File: config.mk
export PLATFORM = sky130hd
export DESIGN_NAME = hes_stream_decipher
export DESIGN_NICKNAME = d
export VERILOG_FILES = /design/src/rtl/hes_stream_decipher.sv
export SDC_FILE = /design/constraint.sdc
export NUM_CORES = 1
export LEC_CHECK = 0
export CAP_MARGIN = 30
export CORE_ASPECT_RATIO = 1.2
export CORE_MARGIN = 2
export CORE_UTILIZATION = 35
export CTS_CLUSTER_SIZE = 30
export DETAILED_ROUTE_END_ITERATION = 10
export GPL_ROUTABILITY_DRIVEN = 0
export PLACE_DENSITY_LB_ADDON = 0.12
export SETUP_SLACK_MARGIN = 0.15
export SLEW_MARGIN = 10
export SYNTH_ARGS = -nofsm -noshare
export SYNTH_HDL_FRONTEND = slang
export SYNTH_SLANG_ARGS = --single-unit
File: constraint.sdc
create_clock -name clk -period 5.3 [get_ports clk]
set_input_delay 0.795 -clock clk [delete_from_list [all_inputs] [get_ports clk]]
set_output_delay 0.795 -clock clk [all_outputs]
set_load 0.01 [all_outputs]
File: src/rtl/hes_stream_decipher.sv
// hes_stream_decipher: byte-serial counter-mode decipher for the HES stream cipher.
//   Keystream byte = AES S-box(counter XOR key); plaintext = ciphertext XOR keystream.
//   Latency: 2 cycles from accepted input beat to data_out with ready_in held high; 1 byte/cycle.
//   Backpressure: ready_out drops only when both pipeline stages are full and downstream stalls.
//
// Ports:
//   clk, reset_n        clock (rising edge) / asynchronous reset, asserted high
//   valid_in, ready_out input handshake; new_message marks the first byte of a message
//   key, data_in        message key (sampled on accepted new_message beat), ciphertext byte
//   data_out, valid_out output plaintext and valid, completed when ready_in is high
//   counter_block       counter used for the byte currently on data_out
//   drop                one-cycle pulse per input byte discarded while no message is open
module hes_stream_decipher #(
  parameter logic [7:0] COUNTER_INIT = 8'h00
) (
  input  logic       clk,
  input  logic       reset_n,
  input  logic       valid_in,
  output logic       ready_out,
  input  logic       new_message,
  input  logic [7:0] key,
  input  logic [7:0] data_in,
  output logic [7:0] data_out,
  output logic       valid_out,
  input  logic       ready_in,
  output logic [7:0] counter_block,
  output logic       drop
);

  // Standard AES forward S-box.
  localparam logic [7:0] SBOX [0:255] = '{
    8'h63, 8'h7c, 8'h77, 8'h7b, 8'hf2, 8'h6b, 8'h6f, 8'hc5, 8'h30, 8'h01, 8'h67, 8'h2b, 8'hfe, 8'hd7, 8'hab, 8'h76,
    8'hca, 8'h82, 8'hc9, 8'h7d, 8'hfa, 8'h59, 8'h47, 8'hf0, 8'had, 8'hd4, 8'ha2, 8'haf, 8'h9c, 8'ha4, 8'h72, 8'hc0,
    8'hb7, 8'hfd, 8'h93, 8'h26, 8'h36, 8'h3f, 8'hf7, 8'hcc, 8'h34, 8'ha5, 8'he5, 8'hf1, 8'h71, 8'hd8, 8'h31, 8'h15,
    8'h04, 8'hc7, 8'h23, 8'hc3, 8'h18, 8'h96, 8'h05, 8'h9a, 8'h07, 8'h12, 8'h80, 8'he2, 8'heb, 8'h27, 8'hb2, 8'h75,
    8'h09, 8'h83, 8'h2c, 8'h1a, 8'h1b, 8'h6e, 8'h5a, 8'ha0, 8'h52, 8'h3b, 8'hd6, 8'hb3, 8'h29, 8'he3, 8'h2f, 8'h84,
    8'h53, 8'hd1, 8'h00, 8'hed, 8'h20, 8'hfc, 8'hb1, 8'h5b, 8'h6a, 8'hcb, 8'hbe, 8'h39, 8'h4a, 8'h4c, 8'h58, 8'hcf,
    8'hd0, 8'hef, 8'haa, 8'hfb, 8'h43, 8'h4d, 8'h33, 8'h85, 8'h45, 8'hf9, 8'h02, 8'h7f, 8'h50, 8'h3c, 8'h9f, 8'ha8,
    8'h51, 8'ha3, 8'h40, 8'h8f, 8'h92, 8'h9d, 8'h38, 8'hf5, 8'hbc, 8'hb6, 8'hda, 8'h21, 8'h10, 8'hff, 8'hf3, 8'hd2,
    8'hcd, 8'h0c, 8'h13, 8'hec, 8'h5f, 8'h97, 8'h44, 8'h17, 8'hc4, 8'ha7, 8'h7e, 8'h3d, 8'h64, 8'h5d, 8'h19, 8'h73,
    8'h60, 8'h81, 8'h4f, 8'hdc, 8'h22, 8'h2a, 8'h90, 8'h88, 8'h46, 8'hee, 8'hb8, 8'h14, 8'hde, 8'h5e, 8'h0b, 8'hdb,
    8'he0, 8'h32, 8'h3a, 8'h0a, 8'h49, 8'h06, 8'h24, 8'h5c, 8'hc2, 8'hd3, 8'hac, 8'h62, 8'h91, 8'h95, 8'he4, 8'h79,
    8'he7, 8'hc8, 8'h37, 8'h6d, 8'h8d, 8'hd5, 8'h4e, 8'ha9, 8'h6c, 8'h56, 8'hf4, 8'hea, 8'h65, 8'h7a, 8'hae, 8'h08,
    8'hba, 8'h78, 8'h25, 8'h2e, 8'h1c, 8'ha6, 8'hb4, 8'hc6, 8'he8, 8'hdd, 8'h74, 8'h1f, 8'h4b, 8'hbd, 8'h8b, 8'h8a,
    8'h70, 8'h3e, 8'hb5, 8'h66, 8'h48, 8'h03, 8'hf6, 8'h0e, 8'h61, 8'h35, 8'h57, 8'hb9, 8'h86, 8'hc1, 8'h1d, 8'h9e,
    8'he1, 8'hf8, 8'h98, 8'h11, 8'h69, 8'hd9, 8'h8e, 8'h94, 8'h9b, 8'h1e, 8'h87, 8'he9, 8'hce, 8'h55, 8'h28, 8'hdf,
    8'h8c, 8'ha1, 8'h89, 8'h0d, 8'hbf, 8'he6, 8'h42, 8'h68, 8'h41, 8'h99, 8'h2d, 8'h0f, 8'hb0, 8'h54, 8'hbb, 8'h16
  };

  typedef enum logic {IDLE, ACTIVE} state_t;

  state_t     state_q, state_d;
  logic [7:0] cnt_q, cnt_d;
  logic [7:0] key_q, key_d;
  logic       drop_q, drop_d;

  logic       s1_valid_q, s1_valid_d;
  logic [7:0] s1_ct_q, s1_ct_d;
  logic [7:0] s1_idx_q, s1_idx_d;
  logic [7:0] s1_ctr_q, s1_ctr_d;

  logic       valid_out_q, valid_out_d;
  logic [7:0] data_out_q, data_out_d;
  logic [7:0] ctr_out_q, ctr_out_d;

  logic       accept;
  logic       advance;
  logic       take;       // accepted byte enters the pipeline
  logic [7:0] byte_ctr;
  logic [7:0] byte_key;

  assign ready_out = !(s1_valid_q && valid_out_q && !ready_in);
  assign accept    = valid_in && ready_out;
  assign advance   = !valid_out_q || ready_in;

  // FSM / counter / key next-state. A new_message beat uses the live key input
  // rather than key_q, since key_q only captures it on this same edge.
  always_comb begin
    state_d  = state_q;
    cnt_d    = cnt_q;
    key_d    = key_q;
    drop_d   = 1'b0;
    take     = 1'b0;
    byte_ctr = cnt_q;
    byte_key = key_q;
    if (accept) begin
      if (new_message) begin
        state_d  = ACTIVE;
        key_d    = key;
        cnt_d    = COUNTER_INIT + 8'd1;
        byte_ctr = COUNTER_INIT;
        byte_key = key;
        take     = 1'b1;
      end else if (state_q == ACTIVE) begin
        cnt_d = cnt_q + 8'd1;
        take  = 1'b1;
      end else begin
        drop_d = 1'b1;
      end
    end
  end

  // Stage 1 also loads while empty even if stage 2 is stalled; that is what
  // lets ready_out stay high until both stages hold data.
  always_comb begin
    s1_valid_d = s1_valid_q;
    s1_ct_d    = s1_ct_q;
    s1_idx_d   = s1_idx_q;
    s1_ctr_d   = s1_ctr_q;
    if (advance || !s1_valid_q) begin
      s1_valid_d = take;
      if (take) begin
        s1_ct_d  = data_in;
        s1_idx_d = byte_ctr ^ byte_key;
        s1_ctr_d = byte_ctr;
      end
    end
  end

  // Stage 2: S-box lookup and XOR; holds while the output beat is stalled.
  always_comb begin
    valid_out_d = valid_out_q;
    data_out_d  = data_out_q;
    ctr_out_d   = ctr_out_q;
    if (advance) begin
      valid_out_d = s1_valid_q;
      if (s1_valid_q) begin
        data_out_d = s1_ct_q ^ SBOX[s1_idx_q];
        ctr_out_d  = s1_ctr_q;
      end
    end
  end

  always_ff @(posedge clk or posedge reset_n) begin
    if (reset_n) begin
      state_q     <= IDLE;
      cnt_q       <= COUNTER_INIT;
      key_q       <= 8'h00;
      drop_q      <= 1'b0;
      s1_valid_q  <= 1'b0;
      s1_ct_q     <= 8'h00;
      s1_idx_q    <= 8'h00;
      s1_ctr_q    <= 8'h00;
      valid_out_q <= 1'b0;
      data_out_q  <= 8'h00;
      ctr_out_q   <= 8'h00;
    end else begin
      state_q     <= state_d;
      cnt_q       <= cnt_d;
      key_q       <= key_d;
      drop_q      <= drop_d;
      s1_valid_q  <= s1_valid_d;
      s1_ct_q     <= s1_ct_d;
      s1_idx_q    <= s1_idx_d;
      s1_ctr_q    <= s1_ctr_d;
      valid_out_q <= valid_out_d;
      data_out_q  <= data_out_d;
      ctr_out_q   <= ctr_out_d;
    end
  end

  assign valid_out     = valid_out_q;
  assign data_out      = data_out_q;
  assign counter_block = ctr_out_q;
  assign drop          = drop_q;

endmodule

# ---- Yosys cells after proc, flatten, opt, wreduce, memory -nomap -nowiden
# Memory sizes are Yosys's and may differ from the RTL's.
# Cells that the tools add are included.
dict set report classes {
  add_sub_neg 1
  magnitude_cmp 1
  n_mux 14
  bitwise_logic 3
  reduce_logical 14
}
# cell n
set op_table {}
lappend op_table {{8-bit 2-to-1 mux} 8}
lappend op_table {{8-bit bitwise XOR} 2}
lappend op_table {{9-bit >= comparator, second input constant} 1}
lappend op_table {{8-bit NOT with 9-bit output} 1}
lappend op_table {{8-bit by 1-bit adder with 8-bit output, second input constant} 1}
lappend op_table {{2-bit AND reduction} 4}
lappend op_table {{1-bit 2-to-1 mux} 6}
lappend op_table {{1-bit logical NOT} 4}
lappend op_table {{1-bit logical AND} 3}
lappend op_table {{1-bit logical OR} 2}
lappend op_table {{2-bit nonzero test} 1}
dict set report word_totals {
  ff_bits 60
  mem_bits_ro 2048
  out_inout_bits 19
  word_cells 45
  n_memories 1
}
# memory words word_bits read_ports rd_clocked_by_memory_dff write_ports line_no
set mem_list {}
lappend mem_list {{(name not given)} 256 8 1 0 0 128} ;# data_out_d = s1_ct_q ^ SBOX[s1_idx_q];

# ---- Longest topological paths before layout
# Gate-level depths: netlist (run 1).
dict set report logic_depth {
  depth_word 6
  ltp_mapped 12
}

# ---- Least setup slack after synthesis (run 1)
# OpenSTA, ideal clock, no wires.
dict set report synth_timing {
  path_type {register -> register}
  startpoint {register s1_idx_q[0]}
  endpoint {register data_out_q[4] (netlist: data_out[4])}
  arrival_time_ns 2.703
  t_required_ns 5.218
  path_slack_ns 2.515
  stages_incl_launch_ff 12
  n_path_buf 2
  synth_period_minus_slack_ns 2.785
  cell_sequence {dfrtp_1 -> clkbuf_1 -> inv_1 -> ha_1 -> or2_1 -> buf_4 -> nand2_1 -> mux4_2 -> o221ai_1 -> a21oi_1 -> or3_1 -> a31oi_1}
}
dict set report synth_via {
  elab_chain_cells 5
}
# item line_no
set synth_lines {}
lappend synth_lines {{from (decl)} 59} ;# logic [7:0] s1_idx_q, s1_idx_d;
lappend synth_lines {{from (signal assigned)} 154} ;# s1_idx_q <= s1_idx_d;
lappend synth_lines {{8-bit NOT with 9-bit output (not written as such)} 128}
lappend synth_lines {{memory 256 x 8 bit} --}
lappend synth_lines {{8-bit 2-to-1 mux (not written as such) (2 in a row)} 128}
lappend synth_lines {{8-bit bitwise XOR} 128}
lappend synth_lines {{to (signal assigned)} 157} ;# data_out_q <= data_out_d;
lappend synth_lines {{to (decl)} 63} ;# logic [7:0] data_out_q, data_out_d;
# No other way between the ends. The select of a mux whose other input is x is not followed.
# A chain may end at the register's enable or synchronous reset.

# ---- Final worst setup path (run 1)
dict set report layout_timing {
  startpoint {register s1_idx_q[1]}
  endpoint {register data_out_q[0] (netlist: data_out[0])}
}
# The elaborated chain is that of the path after synthesis.

==> summary.md, run 1 <==
| Metric | Value |
|---|---|
| GRT Max-Usage Layer | met2 |
| Worst slew margin | 34.86% |
| Layout Cells excl Fill | 1025 |
| Vert. Die Dim | 149.5 um |
| Pwr per Cell Area | 579.7 nW/um^2 |
| Cts bufs inserted | 9 |
| Post-DRT Antenna Nets | 0 |
| Core area | 17370 um^2 |
| Rows | 53 |
| Slew @ Worst Pin | 0.9644 ns |
| DR pass1 iterations | 6 |
| Initial antenna violation count | 0 |
| Startpoint Class | flip-flop |
| Crit end category | flip-flop |
| Hold Path Class | reg -> reg |
| Setup bufs post-CTS | 0 |
| Slowest cell on the critical path | ha_1 |
| TritonCTS clock tree | yes |
| Final Max Tran Viols | 0 |
| Avg Cell Area, Syn | 7.536 um^2 |
| Dpl hpwl | 17540 um |
| Synth Cell Area | 6172 um^2 |
| DR WL/cell | 25.36 um |
| Placed inst area | 6507 um^2 |
| Worst skew pair latency | 0.32 ns |
| Critical Path Fanout Max | 19 |
| CTS H-Tree Depth | 3 |
| Top cell type's share of synthesized area | 24.33% |
| Min Hold Slack | 0.4581 ns |
| Die width | 125.2 um |
| Dominant cells by area after synthesis | dfrtp_1, nand2_1, a21oi_1 |
| Data required, critical path | 5.48 ns |
| Critical path class | reg -> reg |
| Main flop type after synthesis | dfrtp_1 |
| Post-route cell area | 6804 um^2 |
| Setup_tns | 0 ns |
| Vias per cell | 6.726 |
| Leading area contributor after synthesis | dfrtp_1 |
| Final setup fails | 0 |
| RSZ-0062 raised after global routing | false |
| CP Cell Sequence | inv_2, ha_1, nand2b_2, a2bb2oi_1, a2111oi_0, nand3_1, a32o_1, xor2_1, o21ai_1 |
| IO Port Bufs | 39 |
| Synth Net Count | 856 |
| Status | complete, no violations |
| Initial core utilization | 35.52% |
| Skew final | 0.006328 ns |
| Final min period | 3.990 ns |
| Met1 usage | 33.51% |
| ANT cells | 0 |
| Simple-gate area share of the yosys netlist | 28.56% |
| Layout cell share with drive strength beyond 1 | 7.329% |
| DR iter-0 viols | 1058 |
| Lkg Pwr | 2.627 nW |
| CTS Sinks | 60 |
| Root buffer cell | clkbuf_16 |
| Synth Area in XOR/XNOR | 2.554% |
| Area added between synthesis and finish | 10.24% |
| Final hold viol count | 0 |
| Largest family of logic cells by synthesized area | compound AO/OA/AOI/OAI gates |
| Tot GR Track Use | 27.31% |
| Post-synthesis register bit count | 60 |
| Clk slew on worst S/H paths | 0.05 ns |
| Io pins | 40 |
| Seq/Total Area, Yosys | 24.33% |
| Met2 Use GR | 42.88% |
| Number of global-route vias before repair | 6415 |
| Maximum clock rate | 250.6 MHz |
| Synth Instances | 819 |
| Number of synthesized flops with an enable pin | 0 |
| CP max stage delay | 0.79 ns |
| First-pass GRT wire length | 39410 um |
| CTS max path bufs | 2 |
| Adder and majority gate portion of the synthesized area | 3.406% |
| Post-synthesis mux area share | 3.994% |
| Max capacitance violation total | 0 |
| Crit path DAT | 4.17 ns |
| Yosys warning count | 0 |
| Post-route clock period utilization | 75.29% |
| Vias | 6894 |
| GR Util met3 | 6.328% |
| Power, Total | 3.944 mW |
| Ys async rst share | 100.0% |
| Synth unique cells | 83 |
| Max VDD drop | 0.2370 mV |
| Pin count of the biggest net entering global routing | 107 |
| Placed cells | 1007 |
| Die Area | 18720 um^2 |
| Routed wire length | 25990 um |
| Hold_buf cts | 0 |
| Post-CTS sizing | 0 |
| Synth Area in Compound Gates | 29.03% |
| Post-layout nets | 837 |
| Grt total ovfl | 0 |
| # DRC | 0 |
==> synthesized netlist by cell type (10+ instances only) <==
| library cell | number |
|---|---|
| nand2_1 | 137 |
| dfrtp_1 | 60 |
| a21oi_1 | 47 |
| nor2_1 | 45 |
| o21ai_0 | 45 |
| clkbuf_1 | 39 |
| nand3_1 | 27 |
| nor2b_1 | 27 |
| buf_2 | 26 |
| nand2b_1 | 23 |
| nor3_1 | 23 |
| a31oi_1 | 16 |
| ha_1 | 16 |
| o211ai_1 | 16 |
| xor2_1 | 12 |
| inv_1 | 11 |
| a211oi_1 | 10 |
| buf_6 | 10 |
| mux2i_1 | 10 |
| nand4_1 | 10 |
==> final cells by class <==
class                      instances  area, um^2
inverter                          14       52.55
sequential                        60        1510
tap                              220       275.3
fill                            1853       10570
multi-input combinational        662        4169
clock buffer                      14       254.0
clock inverter                     2       10.01
timing repair buffer              53       533.0
==> flip-flops by register name (all words and copies together), names as in the netlist <==
name	count
drop	1
s1_ct_q	8
data_out	8
s1_ctr_q	8
key_q	8
state_q	1
s1_valid_q	1
cnt_q	8
counter_block	8
s1_idx_q	8
valid_out	1
==> worst max-delay path, delay by kind of cell, from the launching register on <==
kind                       cells  cell delay [ns]
xor gates and xnor gates       1             0.18
buffers and inverters          1             0.24
adders and majority gates      1             0.79
AOI/OAI and AO/OA              4             1.30
and+or+nand+nor                2             0.64
DFF                            1             0.69
==> cell usage in the layout (no fill, tap or decap), types with 7 or more instances in the layout <==
| master | instances |
|---|---|
| xor2_1 | 12 |
| nor3_1 | 23 |
| ha_1 | 16 |
| o32ai_1 | 8 |
| a21oi_1 | 47 |
| a31oi_1 | 16 |
| mux2i_1 | 10 |
| nand2b_1 | 23 |
| o211ai_1 | 16 |
| nand3_1 | 27 |
| a211oi_1 | 10 |
| nor2b_1 | 27 |
| nand2_1 | 137 |
| o21ai_0 | 45 |
| dfrtp_1 | 57 |
| clkdlybuf4s50_1 | 39 |
| a311oi_1 | 7 |
| clkbuf_16 | 9 |
| inv_1 | 10 |
| nand4_1 | 10 |
| a22o_1 | 8 |
| o311ai_0 | 7 |
| o21ai_1 | 8 |
| or3_1 | 9 |
| buf_4 | 11 |
| and2_1 | 9 |
| nor2_1 | 45 |
==> where the power goes <==
group | internal, mW | total, mW | switching [mW]
clock | 0.328 | 0.522 | 0.194
combinational | 0.928 | 2.66 | 1.73
sequential | 0.561 | 0.767 | 0.206
==> per-layer routing <==
metal | up-vias | wire [um]
li1 | 2978 | -
met1 | 3168 | 9511
met2 | 596 | 11400
met3 | 152 | 2943
met4 | 0 | 2143
met5 | - | 0
==> cells by family after synthesis <==
family          after synthesis
compound gates              253
xor+xnor                     18
flops                        60
mux                          17
simple gates                357
buf+inv                      97
fa+ha+maj                    17
==> through the flow <==
step	setup slack [ns]	util (%)
2_1_floorplan	2.515	-
3_5_place_dp	1.648	37.46
3_3_place_gp	1.664	37.25
5_1_grt	1.247	39.16
6_report	1.310	39.16
4_1_cts	1.580	38.97
==> path summary, 6_finish.rpt <==
check                            startpoint          end  slack [ns]  cells after the start
worst min-delay path                state_q         drop        0.46                      1
worst max-delay path            s1_idx_q[1]  data_out[0]        1.31                      9
min in group asynchronous           reset_n  s1_ctr_q[0]        1.01                      3
worst min register to register      state_q         drop        0.46                      1
worst max register to register  s1_idx_q[1]  data_out[0]        1.31                      9
max in group asynchronous           reset_n  s1_idx_q[3]        3.68                      3
Note: power is estimated with default switching activity, not from simulation.
==> inputs of run 2 (changes only) <==
==> constraint.sdc (replaced) <==
create_clock -name clk -period 3.2 [get_ports clk]
set_input_delay 0.48 -clock clk [delete_from_list [all_inputs] [get_ports clk]]
set_output_delay 0.48 -clock clk [all_outputs]
set_load 0.01 [all_outputs]
==> run 2 against run 1 <==
Against the previous run: non-clock buffer count increased by 47; core utilization increased by 2.5 points; sequential power is 50% higher; critical path depth did not move; final area increased by 6.5%; worst hold slack barely moved; clock skew increased by 0.0020 ns; global-route usage rose by 0.81 points; via count up 1.8%; flip-flop and latch count is the same.
==> summary.md, run 2 (synthesis results as in run 1) <==
| Metric | Value |
|---|---|
| Status | complete, no violations |
| Lkg Pwr | 2.885 nW (+9.8%) |
| Root buffer cell | clkbuf_16 |
| Pin count of the biggest net entering global routing | 78 (-27%) |
| Die Area | 18720 um^2 (unchanged) |
| Maximum clock rate | 340.3 MHz (+36%) |
| CTS H-Tree Depth | 3 (unchanged) |
| TritonCTS clock tree | yes |
| Worst skew pair latency | 0.33 ns (about the same) |
| Grt total ovfl | 0 (unchanged) |
| Data required, critical path | 3.42 ns (-2.06 ns) |
| Crit end category | flip-flop |
| R2R Path Start | s1_idx_q[1] |
| Final Max Tran Viols | 0 (unchanged) |
| Final hold viol count | 0 (unchanged) |
| Initial antenna violation count | 0 (unchanged) |
| Final setup fails | 0 (unchanged) |
| Commonest non-fill, non-tap cell in the layout | nand2_1 |
| Max capacitance violation total | 0 (unchanged) |
| Vert. Die Dim | 149.5 um (unchanged) |
| Clk slew on worst S/H paths | 0.05 ns (about the same) |
| Routed wire length | 26850 um (+3.3%) |
| Post-layout nets | 884 (+5.6%) |
| Area added between synthesis and finish | 17.39% |
| RSZ-0062 raised after global routing | false |
| Setup_tns | 0 ns (unchanged) |
| Dpl hpwl | 19210 um (+9.5%) |
| Critical path class | reg -> reg |
| DR WL/cell | 25.05 um (-1.2%) |
| Final min period | 2.939 ns (-1.052 ns) |
| Critical Path Fanout Max | 22 (+3) |
| Crit. Startpoint | s1_idx_q[1] |
| Commonest non-fill, non-tap cells in the layout | nand2_1, dfrtp_1, buf_4 |
| Vias | 7018 (+1.8%) |
| Worst slew margin | 36.91% (+2.0 points) |
| Tot GR Track Use | 28.12% (+0.81 points) |
| Cts bufs inserted | 9 (unchanged) |
| Slew @ Worst Pin | 0.9429 ns (-0.02156 ns) |
| Post-route clock period utilization | 91.84% (+17 points) |
| Crit path DAT | 3.15 ns (-1.02 ns) |
| Core area | 17370 um^2 (unchanged) |
| Max VDD drop | 0.3939 mV (+66%) |
| Hold_buf cts | 0 (unchanged) |
| Io pins | 40 (unchanged) |
| Skew final | 0.008308 ns (+0.001980 ns) |
| Hold Path Class | reg -> reg |
| Hold path startpoint | state_q |
| Power, Total | 7.098 mW (+80%) |
| IO Port Bufs | 39 (unchanged) |
| First-pass GRT wire length | 40480 um (+2.7%) |
| CTS Sinks | 60 (unchanged) |
| Initial core utilization | 35.52% (unchanged) |
| # DRC | 0 (unchanged) |
| Die width | 125.2 um (unchanged) |
| Post-DRT Antenna Nets | 0 (unchanged) |
| Rows | 53 (unchanged) |
| Startpoint Class | flip-flop |
| DR iter-0 viols | 1175 (+11%) |
| DR pass1 iterations | 7 (+1) |
| CTS max path bufs | 2 (unchanged) |
| Pwr per Cell Area | 979.6 nW/um^2 (+69%) |
| Number of global-route vias before repair | 6621 (+3.2%) |
| Layout cell share with drive strength beyond 1 | 12.93% (+5.6 points) |
| Vias per cell | 6.547 (-2.7%) |
==> run 2: changes by cell type in the layout (fill, tap and decap cells not counted), moves of 2 or more <==
cell and change:
buf_12 +4, buf_4 +46, clkbuf_1 -3, bufinv_16 +2
buf_16 -2
==> run 2: repair_timing <==
item,4_1_cts,5_1_grt
setup buffers,0,0
pin swaps,0,1
endpoints found under the setup margin,1,4
gates resized for setup,1,5
==> run 2: final timing paths <==
check | slack [ns] | depth (start not counted) | to
worst max-delay path | 0.26 | 9 | data_out[7]
worst min-delay path | 0.46 | 1 | drop
worst max register to register | 0.26 | 9 | data_out[7]
worst min register to register | 0.46 | 1 | drop
max in group asynchronous | 1.88 | 3 | s1_idx_q[2]
min in group asynchronous | 0.61 | 2 | s1_ct_q[3]
==> run 2: critical path, cell delays in order, from the launching register on <==
cell	delay (ns)
dfrtp_1	0.35
buf_4	0.30
buf_4	0.26
nand2b_1	0.44
nand3_1	0.21
a311o_1	0.41
a32oi_1	0.39
nand4_1	0.20
xnor2_1	0.18
o21ai_1	0.07
==> run 2: routing by layer <==
metal	vias up	GRT usage (%)	part of all wire [%]
met5	-	0	0
met4	0	17.28	8.1
met3	180	5.542	11
met2	557	45.14	44
met1	3207	34.95	36
li1	3074	-	-
==> run 2: metrics by stage <==
step	util [%]	setup slack [ns]	hold slack, ns	cells	instance area [um^2]
after floorplan	-	0.4152	0.4217	819	6172
after global placement	39.75	0.04958	0.4515	1056	6905
after detailed placement	39.75	0.1353	0.4482	1056	6905
after CTS	41.57	0.2307	0.4553	1071	7223
after global routing	41.69	0.1632	0.4627	1071	7243
final	41.70	0.2612	0.4582	1072	7246
==> run 2: power breakdown <==
group	switching [mW]	internal, mW	leakage [nW]
clock	0.338	0.698	0.156
sequential	0.217	0.932	0.760
combinational	3.10	1.81	1.97
==> run 2: final cells by class <==
type	count	area, um^2
repair buffers	100	898.4
fillers	1834	10130
clock buffers	11	242.7
well taps	220	275.3
clock inverters	4	73.82
diodes	1	2.502
flip-flops and latches	60	1510
multi-input cells	662	4190
inverters	14	52.55
